<file path="config.mk">
export PLATFORM = sky130hd
export DESIGN_NAME = prop_stim_gen_flat
export DESIGN_NICKNAME = d
export VERILOG_FILES = /design/src/rtl/prop_stim_pkg.sv /design/src/rtl/prop_stim_gen_if.sv /design/src/rtl/prop_stim_lfsr.sv /design/src/rtl/prop_stim_gen.sv /design/src/flat_wrapper.sv
export SDC_FILE = /design/constraint.sdc
export NUM_CORES = 1
export LEC_CHECK = 0
export ABC_AREA = 0
export BUFFER_PORTS_ARGS = -buffer_cell sky130_fd_sc_hd__buf_2
export CORE_MARGIN = 1.5
export CORE_UTILIZATION = 47
export CTS_CLUSTER_DIAMETER = 60
export DETAILED_ROUTE_END_ITERATION = 12
export GPL_TIMING_DRIVEN = 0
export PLACE_DENSITY = 0.68
export SYNTH_ARGS = -nofsm -noshare
export SYNTH_HDL_FRONTEND = slang
export SYNTH_SLANG_ARGS = --single-unit
</file>
<file path="constraint.sdc">
create_clock -name clk -period 2.1 [get_ports clk]
set_input_delay 0.105 -clock clk [delete_from_list [all_inputs] [get_ports clk]]
set_output_delay 0.105 -clock clk [all_outputs]
set_load 0.02 [all_outputs]
</file>
<file path="src/rtl/prop_stim_pkg.sv">
// Shared types and constants for the procedural-assumption stimulus generator.
package prop_stim_pkg;

   typedef enum logic [1:0] {
      WALK = 2'd0,
      LFSR = 2'd1,
      ONES = 2'd2,
      ZERO = 2'd3
   } mode_e;

   typedef enum logic [1:0] {
      IDLE  = 2'd0,
      RUN   = 2'd1,
      DRAIN = 2'd2
   } state_e;

   localparam logic [15:0] LFSR_POLY    = 16'hB400;
   localparam int          DRAIN_CYCLES = 2;

   // One Galois step: shift right, fold the polynomial in when a one falls out.
   function automatic logic [15:0] lfsr_step(input logic [15:0] s);
      return (s >> 1) ^ (s[0] ? LFSR_POLY : 16'h0000);
   endfunction

endpackage

</file>
<file path="src/rtl/prop_stim_gen_if.sv">
// Control and traffic bundle between the stimulus generator and its consumer.
// PROP_STIM_FAULT_EN adds the inject_fault request line.
interface prop_stim_gen_if #(
   parameter int WIDTH = 11
);
   logic             start;
   logic [1:0]       mode;
   logic             act_cond;
   logic [WIDTH-1:0] foo;
   logic [WIDTH-1:0] bar;
   logic             w;
   logic             busy;
   logic             done;
   logic [7:0]       burst_cnt;
`ifdef PROP_STIM_FAULT_EN
   logic             inject_fault;

   modport master (
      input  start, mode, inject_fault,
      output act_cond, foo, bar, w, busy, done, burst_cnt
   );
   modport slave (
      output start, mode, inject_fault,
      input  act_cond, foo, bar, w, busy, done, burst_cnt
   );
`else
   modport master (
      input  start, mode,
      output act_cond, foo, bar, w, busy, done, burst_cnt
   );
   modport slave (
      output start, mode,
      input  act_cond, foo, bar, w, busy, done, burst_cnt
   );
`endif
endinterface

</file>
<file path="src/rtl/prop_stim_lfsr.sv">
// 16-bit Galois LFSR with a zero-seed guard; advances only when adv is high.
module prop_stim_lfsr
   import prop_stim_pkg::*;
#(
   parameter logic [15:0] SEED = 16'hACE1
) (
   input  logic        clk,
   input  logic        rst_n,
   input  logic        adv,
   output logic [15:0] state
);
   // An all-zero state would lock up, so a zero seed becomes 1.
   localparam logic [15:0] SEED_EFF = (SEED == 16'h0000) ? 16'h0001 : SEED;

   logic [15:0] state_r;

   // LFSR state register
   always_ff @(posedge clk) begin
      if (!rst_n) begin
         state_r <= SEED_EFF;
      end else if (adv) begin
         state_r <= lfsr_step(state_r);
      end else begin
         state_r <= state_r;
      end
   end

   assign state = state_r;

endmodule

</file>
<file path="src/rtl/prop_stim_gen.sv">
// Bounded-burst stimulus generator producing traffic that satisfies
// foo[i] |=> bar[i] ##1 w. Define PROP_STIM_FAULT_EN to add inject_fault.
module prop_stim_gen
   import prop_stim_pkg::*;
#(
   parameter int          WIDTH     = 11,
   parameter int          BURST_LEN = 16,
   parameter logic [15:0] LFSR_SEED = 16'hACE1
) (
   input logic             clk,
   input logic             rst_n,
   prop_stim_gen_if.master bus
);
   localparam logic [WIDTH-1:0] WALK_INIT = WIDTH'(1'b1);
   localparam logic [WIDTH-1:0] ALL_ZERO  = {WIDTH{1'b0}};

   state_e           state_r;
   mode_e            mode_r;
   mode_e            mode_in_s;
   logic [WIDTH-1:0] foo_r;
   logic [WIDTH-1:0] bar_r;
   logic [WIDTH-1:0] walk_r;
   logic [WIDTH-1:0] fault_mask_s;
   logic             w_pipe_r;
   logic             w_r;
   logic             act_cond_r;
   logic             busy_r;
   logic             done_r;
   logic [7:0]       burst_cnt_r;
   logic [1:0]       drain_cnt_r;
   logic [15:0]      lfsr_state_s;
   logic             lfsr_adv_s;
   logic             accept_s;
   logic             last_s;

   function automatic logic [WIDTH-1:0] rotl(input logic [WIDTH-1:0] x);
      return (x << 1) | (x >> (WIDTH - 1));
   endfunction

   function automatic logic [WIDTH-1:0] pattern(input mode_e md,
                                                input logic [WIDTH-1:0] walk,
                                                input logic [15:0] lfsr);
      logic [WIDTH-1:0] p;
      case (md)
         WALK:    p = walk;
         LFSR:    p = lfsr[WIDTH-1:0];
         ONES:    p = {WIDTH{1'b1}};
         ZERO:    p = ALL_ZERO;
         default: p = ALL_ZERO;
      endcase
      return p;
   endfunction

   prop_stim_lfsr #(.SEED(LFSR_SEED)) u_lfsr (
      .clk   (clk),
      .rst_n (rst_n),
      .adv   (lfsr_adv_s),
      .state (lfsr_state_s)
   );

   assign mode_in_s = mode_e'(bus.mode);

   // Burst control decode; the LFSR steps once per LFSR pattern it supplies
   always_comb begin
      accept_s = (state_r == IDLE) && bus.start;
      last_s   = (state_r == RUN) && (burst_cnt_r == 8'(BURST_LEN - 1));
      if (accept_s) begin
         lfsr_adv_s = (mode_in_s == LFSR);
      end else if ((state_r == RUN) && !last_s) begin
         lfsr_adv_s = (mode_r == LFSR);
      end else begin
         lfsr_adv_s = 1'b0;
      end
   end

   // Burst FSM with registered foo/act_cond/busy/done/burst_cnt
   always_ff @(posedge clk) begin
      if (!rst_n) begin
         state_r     <= IDLE;
         mode_r      <= WALK;
         foo_r       <= ALL_ZERO;
         walk_r      <= WALK_INIT;
         act_cond_r  <= 1'b0;
         busy_r      <= 1'b0;
         done_r      <= 1'b0;
         burst_cnt_r <= 8'd0;
         drain_cnt_r <= 2'd0;
      end else begin
         done_r <= 1'b0;
         case (state_r)
            IDLE: begin
               if (accept_s) begin
                  state_r     <= RUN;
                  mode_r      <= mode_in_s;
                  foo_r       <= pattern(mode_in_s, WALK_INIT, lfsr_state_s);
                  walk_r      <= rotl(WALK_INIT);
                  act_cond_r  <= 1'b1;
                  busy_r      <= 1'b1;
                  burst_cnt_r <= 8'd0;
                  drain_cnt_r <= 2'd0;
               end else begin
                  foo_r      <= ALL_ZERO;
                  act_cond_r <= 1'b0;
                  busy_r     <= 1'b0;
               end
            end
            RUN: begin
               burst_cnt_r <= burst_cnt_r + 8'd1;
               if (last_s) begin
                  state_r     <= DRAIN;
                  foo_r       <= ALL_ZERO;
                  drain_cnt_r <= 2'd0;
               end else begin
                  foo_r  <= pattern(mode_r, walk_r, lfsr_state_s);
                  walk_r <= rotl(walk_r);
               end
            end
            DRAIN: begin
               foo_r <= ALL_ZERO;
               if (drain_cnt_r == 2'(DRAIN_CYCLES - 1)) begin
                  state_r    <= IDLE;
                  act_cond_r <= 1'b0;
                  busy_r     <= 1'b0;
                  done_r     <= 1'b1;
               end else begin
                  drain_cnt_r <= drain_cnt_r + 2'd1;
               end
            end
            default: begin
               state_r    <= IDLE;
               foo_r      <= ALL_ZERO;
               act_cond_r <= 1'b0;
               busy_r     <= 1'b0;
            end
         endcase
      end
   end

`ifdef PROP_STIM_FAULT_EN
   assign fault_mask_s = ~(WIDTH'(bus.inject_fault));
`else
   assign fault_mask_s = {WIDTH{1'b1}};
`endif

   // Response pipeline: bar lags foo by one cycle, w lags |foo by two
   always_ff @(posedge clk) begin
      if (!rst_n) begin
         bar_r    <= ALL_ZERO;
         w_pipe_r <= 1'b0;
         w_r      <= 1'b0;
      end else begin
         bar_r    <= foo_r & fault_mask_s;
         w_pipe_r <= |foo_r;
         w_r      <= w_pipe_r;
      end
   end

   assign bus.act_cond  = act_cond_r;
   assign bus.foo       = foo_r;
   assign bus.bar       = bar_r;
   assign bus.w         = w_r;
   assign bus.busy      = busy_r;
   assign bus.done      = done_r;
   assign bus.burst_cnt = burst_cnt_r;

endmodule

</file>
<file path="src/flat_wrapper.sv">
// flat-port wrapper written by rule: the top's interface ports become plain ports
module prop_stim_gen_flat import prop_stim_pkg::*;
#(
   parameter int          WIDTH     = 11,
   parameter int          BURST_LEN = 16,
   parameter logic [15:0] LFSR_SEED = 16'hACE1
)
  (clk, rst_n, bus_start, bus_mode, bus_act_cond, bus_foo, bus_bar, bus_w, bus_busy, bus_done, bus_burst_cnt);
  prop_stim_gen_if #(.WIDTH(WIDTH)) bus_i ();
  input logic clk;
  input logic rst_n;
  input wire logic [$bits(bus_i.start)-1:0] bus_start;
  input wire logic [$bits(bus_i.mode)-1:0] bus_mode;
  output wire logic [$bits(bus_i.act_cond)-1:0] bus_act_cond;
  output wire logic [$bits(bus_i.foo)-1:0] bus_foo;
  output wire logic [$bits(bus_i.bar)-1:0] bus_bar;
  output wire logic [$bits(bus_i.w)-1:0] bus_w;
  output wire logic [$bits(bus_i.busy)-1:0] bus_busy;
  output wire logic [$bits(bus_i.done)-1:0] bus_done;
  output wire logic [$bits(bus_i.burst_cnt)-1:0] bus_burst_cnt;
  assign bus_i.start = bus_start;
  assign bus_i.mode = bus_mode;
  assign bus_act_cond = bus_i.act_cond;
  assign bus_foo = bus_i.foo;
  assign bus_bar = bus_i.bar;
  assign bus_w = bus_i.w;
  assign bus_busy = bus_i.busy;
  assign bus_done = bus_i.done;
  assign bus_burst_cnt = bus_i.burst_cnt;
  prop_stim_gen #(.WIDTH(WIDTH), .BURST_LEN(BURST_LEN), .LFSR_SEED(LFSR_SEED)) u_core (.clk(clk), .rst_n(rst_n), .bus(bus_i));
endmodule
</file>
Word level (Yosys, flattened, before mapping)
Index checks and enable logic that the tools add are counted.
{"block": "totals", "n_memories": 0, "romBits": 0, "out_inout_bits": 34, "latchBits": 0, "regBits": 67, "mem_bits_rw": 0, "in_bits": 5, "word_cells": 74}
{"block": "classes", "multipliers": 0, "reduce_logical": 17, "n_lt_le_gt_ge": 0, "n_eq_ne": 15, "bitwise_logic": 3, "addsub": 2, "n_shift": 0, "n_div": 0, "n_mux": 25}
{"cell": "$pmux W11 S4", "n": 2}
{"cell": "$mux W11", "n": 4}
{"cell": "$pmux W11 S2", "n": 2}
{"cell": "$mux W16", "n": 1}
{"cell": "$pmux W8 S2", "n": 1}
{"cell": "$xor A15 B16 Y16", "n": 1}
{"cell": "$mux W2", "n": 6}
{"cell": "$pmux W2 S3", "n": 2}
{"cell": "$or A11 B1 Y11", "n": 1}
{"cell": "$reduce_or A11 Y1", "n": 1}
{"cell": "$eq A2 B2 Y1 const B", "n": 5}
{"cell": "$add A8 B1 Y8 const B", "n": 1}
{"cell": "$eq A2 B1 Y1 const B", "n": 4}
{"cell": "$eq A8 B4 Y1 const B", "n": 1}
{"cell": "$mux W8", "n": 1}
{"cell": "$reduce_and A2 Y1", "n": 4}
{"cell": "$logic_not A2 Y1", "n": 3}
{"cell": "$ne A2 B1 Y1 const B", "n": 3}
{"cell": "$reduce_and A3 Y1", "n": 2}
{"cell": "$mux W1", "n": 5}
{"cell": "$ne A2 B2 Y1 const B", "n": 2}
{"cell": "$reduce_and A4 Y1", "n": 1}
{"cell": "$logic_and A1 B1 Y1", "n": 3}
{"cell": "$pmux W1 S3", "n": 1}
{"cell": "other kinds (5)", "n": 5}

Longest topological paths before layout
Gate-level depths: netlist (run 1).
{"block": "depth", "word_depth": 6, "depth_mapped": 7, "mapped_depth_nobuf": 6}

By module
Synthesis (run 1) repeated with hierarchy kept, for this count alone.
{"block": "unflattened", "hier_cells": 295, "area_unflattened_um2": 2798.9}
{"mod": "prop_stim_gen", "cells_each": 239, "seq_area_each_um2": 1021.0, "area_each_um2": 2167.1, "n_inst": 1}
{"mod": "prop_stim_lfsr", "cells_each": 56, "seq_area_each_um2": 320.3, "area_each_um2": 631.9, "n_inst": 1}

Worst setup path after synthesis (run 1)
OpenSTA, ideal clock, no wires.
{"block": "synth_path", "kind": "reg2reg", "startpoint": "register u_core.burst_cnt_r[0] (netlist: u_core.bus.burst_cnt[0])", "endpoint": "register u_core.u_lfsr.state_r[3] (netlist: u_core.u_lfsr.state[3])", "required_time_ns": 2.029, "setup_ns": 0.071, "path_buffers": 1, "setup_slack_ns": 0.384, "arrival_ns": 1.645, "stages_incl_launch_ff": 7, "period_less_slack_ns": 1.716, "cell_sequence": "dfxtp_1 -> ha_1 -> nand4b_1 -> o21ai_1 -> buf_2 -> nand3_1 -> a21oi_1"}
{"block": "synth_between", "elab_chain_len": 6}
{"element": "from (decl)", "line_no": "prop_stim_gen.sv:29", "text": "logic [7:0] burst_cnt_r;"}
{"element": "from (signal assigned)", "line_no": "prop_stim_gen.sv:108", "text": "burst_cnt_r <= burst_cnt_r + 8'd1;"}
{"element": "$eq A8 B4 Y1", "line_no": "prop_stim_gen.sv:66", "text": "last_s = (state_r == RUN) && (burst_cnt_r == 8'(BURST_LEN - 1));"}
{"element": "$logic_and A1 B1 Y1", "line_no": "prop_stim_gen.sv:66"}
{"element": "$logic_not A1 Y1", "line_no": "prop_stim_gen.sv:69", "text": "end else if ((state_r == RUN) && !last_s) begin"}
{"element": "$logic_and A1 B1 Y1", "line_no": "prop_stim_gen.sv:69"}
{"element": "$mux W1", "line_no": "prop_stim_gen.sv:69"}
{"element": "$mux W1", "line_no": "prop_stim_gen.sv:67", "text": "if (accept_s) begin"}
{"element": "to (signal assigned)", "line_no": "prop_stim_lfsr.sv:22", "text": "state_r <= lfsr_step(state_r);"}
{"element": "to (signal assigned)", "line_no": "prop_stim_lfsr.sv:24", "text": "state_r <= state_r;"}
{"element": "to (decl)", "line_no": "prop_stim_lfsr.sv:15", "text": "logic [15:0] state_r;"}
Every way passes these cells.
A chain may end at the register's enable or synchronous reset.

Worst setup path after layout (run 1)
{"block": "layout_path", "startpoint": "register u_core.burst_cnt_r[0] (netlist: u_core.bus.burst_cnt[0])", "endpoint": "register u_core.foo_r[9] (netlist: u_core.bus.foo[9])"}
{"block": "layout_between", "elab_chain_len": 4}
{"element": "$eq A8 B4 Y1", "line_no": "prop_stim_gen.sv:66"}
{"element": "$logic_and A1 B1 Y1", "line_no": "prop_stim_gen.sv:66"}
{"element": "$mux W11", "line_no": "prop_stim_gen.sv:109", "text": "if (last_s) begin"}
{"element": "$pmux W11 S2", "line_no": "prop_stim_gen.sv:90", "text": "case (state_r)"}
{"element": "to (signal assigned)", "line_no": "prop_stim_gen.sv:95", "text": "foo_r <= pattern(mode_in_s, WALK_INIT, lfsr_state_s);"}
{"element": "to (signal assigned)", "line_no": "prop_stim_gen.sv:114", "text": "foo_r <= pattern(mode_r, walk_r, lfsr_state_s);"}
{"element": "to (decl)", "line_no": "prop_stim_gen.sv:20", "text": "logic [WIDTH-1:0] foo_r;"}
Every way passes these cells.

==> metrics, run 1 <==
outcome=finished, final reports clean; nets=358; CP Launch Type=register; skew final=12.07 ps; Initial Util=0.4876; Critical R2R Capture=u_core.bus.foo[9]; layout cell share with drive strength beyond 1=0.2051; Worst Tran Pin Value=646.1 ps; setup slack, reg-to-reg=150 ps; final setup TNS=0 ps; DRT antenna net count=0; hold path startpoint=bus_mode[0]; crit-path max FO=10; Synth Flop Type=dfxtp_1; Final Util=0.5775; clock latency on the worst-skew pair=350 ps; DP Wirelength=4593 µm; Min-Delay Path Class=primary input to register; global-route wire length before repair=10600 µm; largest area contributor in the netlist=dfxtp_1; crit path DAT=2220 ps; Worst R2R Start=u_core.bus.burst_cnt[0]; Worst VDD drop=577.6 µV; Worst path slowest cell=dfxtp_1; post-synthesis adder-cell area fraction=0.009264; Max H-tree Level=3; Syn. warnings=0; vias per cell=5.776; routability cong.=0.8441; worst slew margin relative to its limit=0.5693; PortBufs=38; TritonCTS clock tree=done; Total GRT Usage=0.2257; count leader, synth=dfxtp_1; area delta synth->final=18.43%; area of the core=5540 µm²; max-slew violations=0; Min-Delay Endpoint=u_core.mode_r[0]; CP peak stage delay=360 ps; Pre-antenna DRT Iters=5; Async SR Flop Fraction=0; Iter 0 DRT Violations=197; FP Rows=27; Post-Syn Area=2701 µm²; vias=2472; design area=3199 µm²; CTS buffer count=9; WP data required=2370 ps; Max-cap violations=0; number of global-route vias before repair=2164; Register-to-Register Path Depth=6; Pwr Density=861.1 nW/µm²; main combinational cell family by area after synthesis=simple AND/OR/NAND/NOR gates; Max Fclk=514.0 MHz; WL per Instance=15.54 µm; I/O pins=39; syn avg cell area=8.945 µm²; Finished Layout Cells=428; # diodes=0; Post-Syn Instances=302; Root Buffer=clkbuf_8; clk buf depth=2; register clock-pin slew on the reported worst setup and hold paths=90 ps; Simple-Gate Fraction of Synth Area=0.2330; Final Hold Viols=0; Filler Cell Count=510; drt total wl=6650 µm; Post-synth EDFFs=0; Seq cells post-synth=67; critical path, cell by cell=ha_1, and4b_1, a211oi_1, clkbuf_1, o21ai_0, a31oi_1; multiplexer share of the synthesized area=0.02270; Overflow after GRT=0; DRC=0; CTS hold repair buffers=0; Crit Path Class=register to register; Die Area=6211 µm²; initial antenna violation count=0; register area share after synthesis=0.4965; fin crit period=1945 ps; post-synth top area share=0.4965; largest net degree at the start of global routing=15; post-synth cell types=44; Commonest cells post-synth=dfxtp_1, nand3_1, o21ai_0; sequential cell area=1341 µm²; Area after DPL=2982 µm²; die height=78.81 µm; Synth Area in XOR/XNOR=0.009727; final period utilization=0.9264; Synthesized Nets=309; footprint of the multi-input gates=1239 µm²; ranking of synthesized cells by area=dfxtp_1, nand3_1, o21ai_0; placed cell count=412; LEAKAGE=1.281 nW; RSZ-0062 raised after global routing=false; TritonCTS Sinks=67; die width=78.81 µm; CP endpoint kind=register; hold depth=3; Synth Area in Compound Gates=0.1802; Setup-failing EPs final=0
==> timing repair <==
action / CTS / global route
gates resized for setup: 0 / 2
setup buffers: 0 / 0
setup endpoints to repair: 0 / 6
endpoints found under the hold margin: 0 / 0
==> layout by cell type, fill, tap and decap left out, types with 2 or more instances in the layout <==
cell type and instances:
nand3_1 32, ha_1 2, nand2b_1 3, nor3_1 7, xor2_1 2, nand4_1 8, o21ai_1 5, inv_1 5
buf_1 2, clkbuf_8 9, nand3b_1 3, o211ai_1 4, and3_1 2, clkinv_4 2, and2_1 13, a21oi_1 20
nand2_1 15, or3_1 2, buf_4 2, mux2i_1 5, clkbuf_1 14, a22oi_1 3, dfxtp_1 67, o21ai_2 5
nor3b_4 2, o21ai_0 28, nand4b_1 2, nor2_1 15, nor4_1 2, buf_6 2, a31oi_1 13, buf_2 41
or4_1 2, inv_6 2
==> how the worst max path moves through the flow <==
stage | from | to | cells after the start
2_1_floorplan | u_core.bus.burst_cnt[0] | u_core.u_lfsr.state[3] | 6
3_3_place_gp | u_core.bus.burst_cnt[0] | u_core.u_lfsr.state[4] | 6
3_5_place_dp | u_core.bus.burst_cnt[0] | u_core.u_lfsr.state[8] | 6
4_1_cts | u_core.bus.burst_cnt[0] | u_core.u_lfsr.state[8] | 6
5_1_grt | u_core.bus.burst_cnt[0] | u_core.bus.foo[2] | 6
6_report | u_core.bus.burst_cnt[0] | u_core.bus.foo[9] | 6
==> state kept, by name, indices dropped and copies added, names as in the netlist <==
signal	count
u_core.u_lfsr.state	16
u_core.bus.bar	11
u_core.drain_cnt_r	2
u_core.mode_r	2
u_core.walk_r	11
u_core.bus.w	1
u_core.bus.act_cond	1
u_core.state_r	2
u_core.w_pipe_r	1
u_core.bus.burst_cnt	8
u_core.bus.done	1
u_core.bus.foo	11
==> worst max-delay path, delay by kind of cell (launching register included) <==
kind            cells  cell delay [ps]
compound gates      3              720
fa+ha+maj           1              250
buf+inv             1              280
flops               1              360
simple gates        1              250
==> routing by layer <==
metal  track usage  part of all wire  vias up
li1              -                 -     1190
met1        0.2991              0.47     1196
met2        0.3509              0.46       75
met5             0                 0        -
met4        0.1193             0.022        0
met3       0.04023             0.048       11
==> stage by stage <==
stage	power [mW]	hold slack, ps	worst slack, ps
after detailed placement	1.649	419.0	170.1
after CTS	2.761	45.62	137.9
after global placement	1.644	411.6	208.0
after floorplan	1.564	241.0	384.5
after global routing	2.854	52.85	3.944
final	2.755	48.74	154.5
==> area by class of cell <==
| cell class | instances | area share |
|---|---|---|
| Clock inverter | 7 | 0.02620 |
| Timing Repair Buffer | 38 | 0.05944 |
| Clock buffer | 9 | 0.03872 |
| Sequential cell | 67 | 0.4192 |
| Buffer | 23 | 0.03520 |
| Tap cell | 72 | 0.02816 |
| Multi-Input combinational cell | 207 | 0.3872 |
| Inverter | 5 | 0.005866 |
==> kinds of logic (layout without fill, tap and decap cells) <==
kind of cell             Yosys count  in the layout
AO/OA/AOI/OAI                     83             83
multiplexers                       6              6
adder cells (fa/ha/maj)            2              2
buffers and inverters             28             82
flip-flops                        67             67
XOR/XNOR                           3              3
AND/OR/NAND/NOR                  113            113
==> where the power goes <==
part	total (mW)	switching [mW]	internal (mW)	leakage [nW]
sequential	1.35	0.0314	1.32	0.546
clock	1.13	0.562	0.568	0.102
combinational	0.273	0.180	0.0930	0.633
total	2.76	0.773	1.98	1.28
No activity file was read; power rests on OpenSTA's default activity.
==> inputs of run 2 (changes only) <==
==> constraint.sdc (replaced) <==
create_clock -name clk -period 2.3 [get_ports clk]
set_input_delay 0.115 -clock clk [delete_from_list [all_inputs] [get_ports clk]]
set_output_delay 0.115 -clock clk [all_outputs]
set_load 0.02 [all_outputs]
==> metrics, run 2 (synthesized netlist as in run 1, its figures left out) <==
outcome=finished, final reports clean; drt total wl=6672 µm; fin worst setup slack=311.1 ps; Max H-tree Level=3; dpl ws=370.1 ps; die height=78.81 µm; Total GRT Usage=0.2257; layout cell share with drive strength beyond 1=0.2022; routed wl met3=358 µm; Pwr Density=788.6 nW/µm²; RSZ-0062 raised after global routing=false; Highest Signal Layer=met4; Worst Tran Pin Value=638.7 ps; Crit Path Class=register to register; fin crit period=1989 ps; WL per Instance=15.59 µm; # diodes=0; crit path DAT=2280 ps; final setup TNS=0 ps; CP peak stage delay=490 ps; setup bufs post-CTS=0; Max Fclk=502.8 MHz; DRT antenna net count=0; area of the core=5540 µm²; vias per cell=5.759; sequential cell area=1341 µm²; Setup-failing EPs final=0; CP endpoint kind=register; vias=2465; number of global-route vias before repair=2164; commonest cells after routing, fill and taps aside=dfxtp_1, buf_2, nand3_1; CTS buffer count=9; TritonCTS Sinks=67; nets=358; footprint of the multi-input gates=1229 µm²; clk buf depth=2; initial antenna violation count=0; Max-cap violations=0; Filler Cell Count=512; CTS hold repair buffers=0; Worst path slowest cell=o21ai_1; PortBufs=38; max reg flops=16; die width=78.81 µm; max-slew violations=0; CP Launch Type=register; Iter 0 DRT Violations=169; worst slew margin relative to its limit=0.5742; area delta synth->final=18.06%; Area after DPL=2982 µm²; Die Area=6211 µm²; Min-Delay Path Class=primary input to register; final period utilization=0.8648; DP Wirelength=4593 µm; DRT met1 WL=3115 µm; Detail Route met2 WL=3048 µm; CTS resizes=0; WP data required=2590 ps; Worst VDD drop=529.4 µV; DRC=0; I/O pins=39; Initial Util=0.4876; largest net degree at the start of global routing=15; Final Hold Viols=0; LEAKAGE=1.279 nW; skew final=11.68 ps; clock latency on the worst-skew pair=360 ps; critical path, cell by cell=ha_1, nand4b_1, o21ai_1, buf_2, nand3_1, a21oi_1; Pre-antenna DRT Iters=5; design area=3189 µm²; global-route wire length before repair=10600 µm; Overflow after GRT=0; register clock-pin slew on the reported worst setup and hold paths=80 ps; routability cong.=0.8441; Root Buffer=clkbuf_8; TritonCTS clock tree=done; FP Rows=27; crit-path max FO=10; commonest non-fill, non-tap cell in the layout=dfxtp_1
==> run 2: final cells by class <==
class	count	share of cell area
clock inverter	7	0.02628
timing repair buffer	38	0.05963
tap	72	0.02825
sequential	67	0.4206
multi-input combinational	207	0.3852
inverter	5	0.005885
buffer	23	0.03531
clock buffer	9	0.03884
==> run 2: worst max-delay path, delay by kind of cell (launching register included) <==
kind / cells / cell delay [ps]
fa+ha+maj: 1 / 230
buf+inv: 1 / 320
compound gates: 2 / 640
flops: 1 / 410
simple gates: 2 / 320
==> run 2: worst paths after layout <==
check             cells past startpoint                endpoint               startpoint  slack (ps)
setup / recovery                      6  u_core.u_lfsr.state[8]  u_core.bus.burst_cnt[0]         310
hold / removal                        3        u_core.mode_r[0]              bus_mode[0]          60
setup reg to reg                      6  u_core.u_lfsr.state[8]  u_core.bus.burst_cnt[0]         310
hold reg to reg                       1            u_core.bus.w          u_core.w_pipe_r         440
==> run 2: metrics by stage <==
step	hold slack, ps	total power, mW	utilization	cells
6_report	58.15	2.515	0.5757	428
5_1_grt	62.85	2.604	0.5757	428
4_1_cts	55.62	2.521	0.5757	428
3_5_place_dp	422.8	1.505	0.5382	412
3_3_place_gp	413.2	1.501	0.5382	412
2_1_floorplan	251.0	1.428	-	302
==> run 2: per-layer routing <==
metal  track usage  up-vias
met5             0        -
met4        0.1193        0
met3       0.04023       10
met2        0.3509       80
met1        0.2991     1187
li1              -     1188
==> run 2: power by group <==
group / total, mW / internal, mW / switching [mW]
combinational: 0.248 / 0.0836 / 0.164
clock: 1.03 / 0.519 / 0.514
sequential: 1.23 / 1.21 / 0.0285
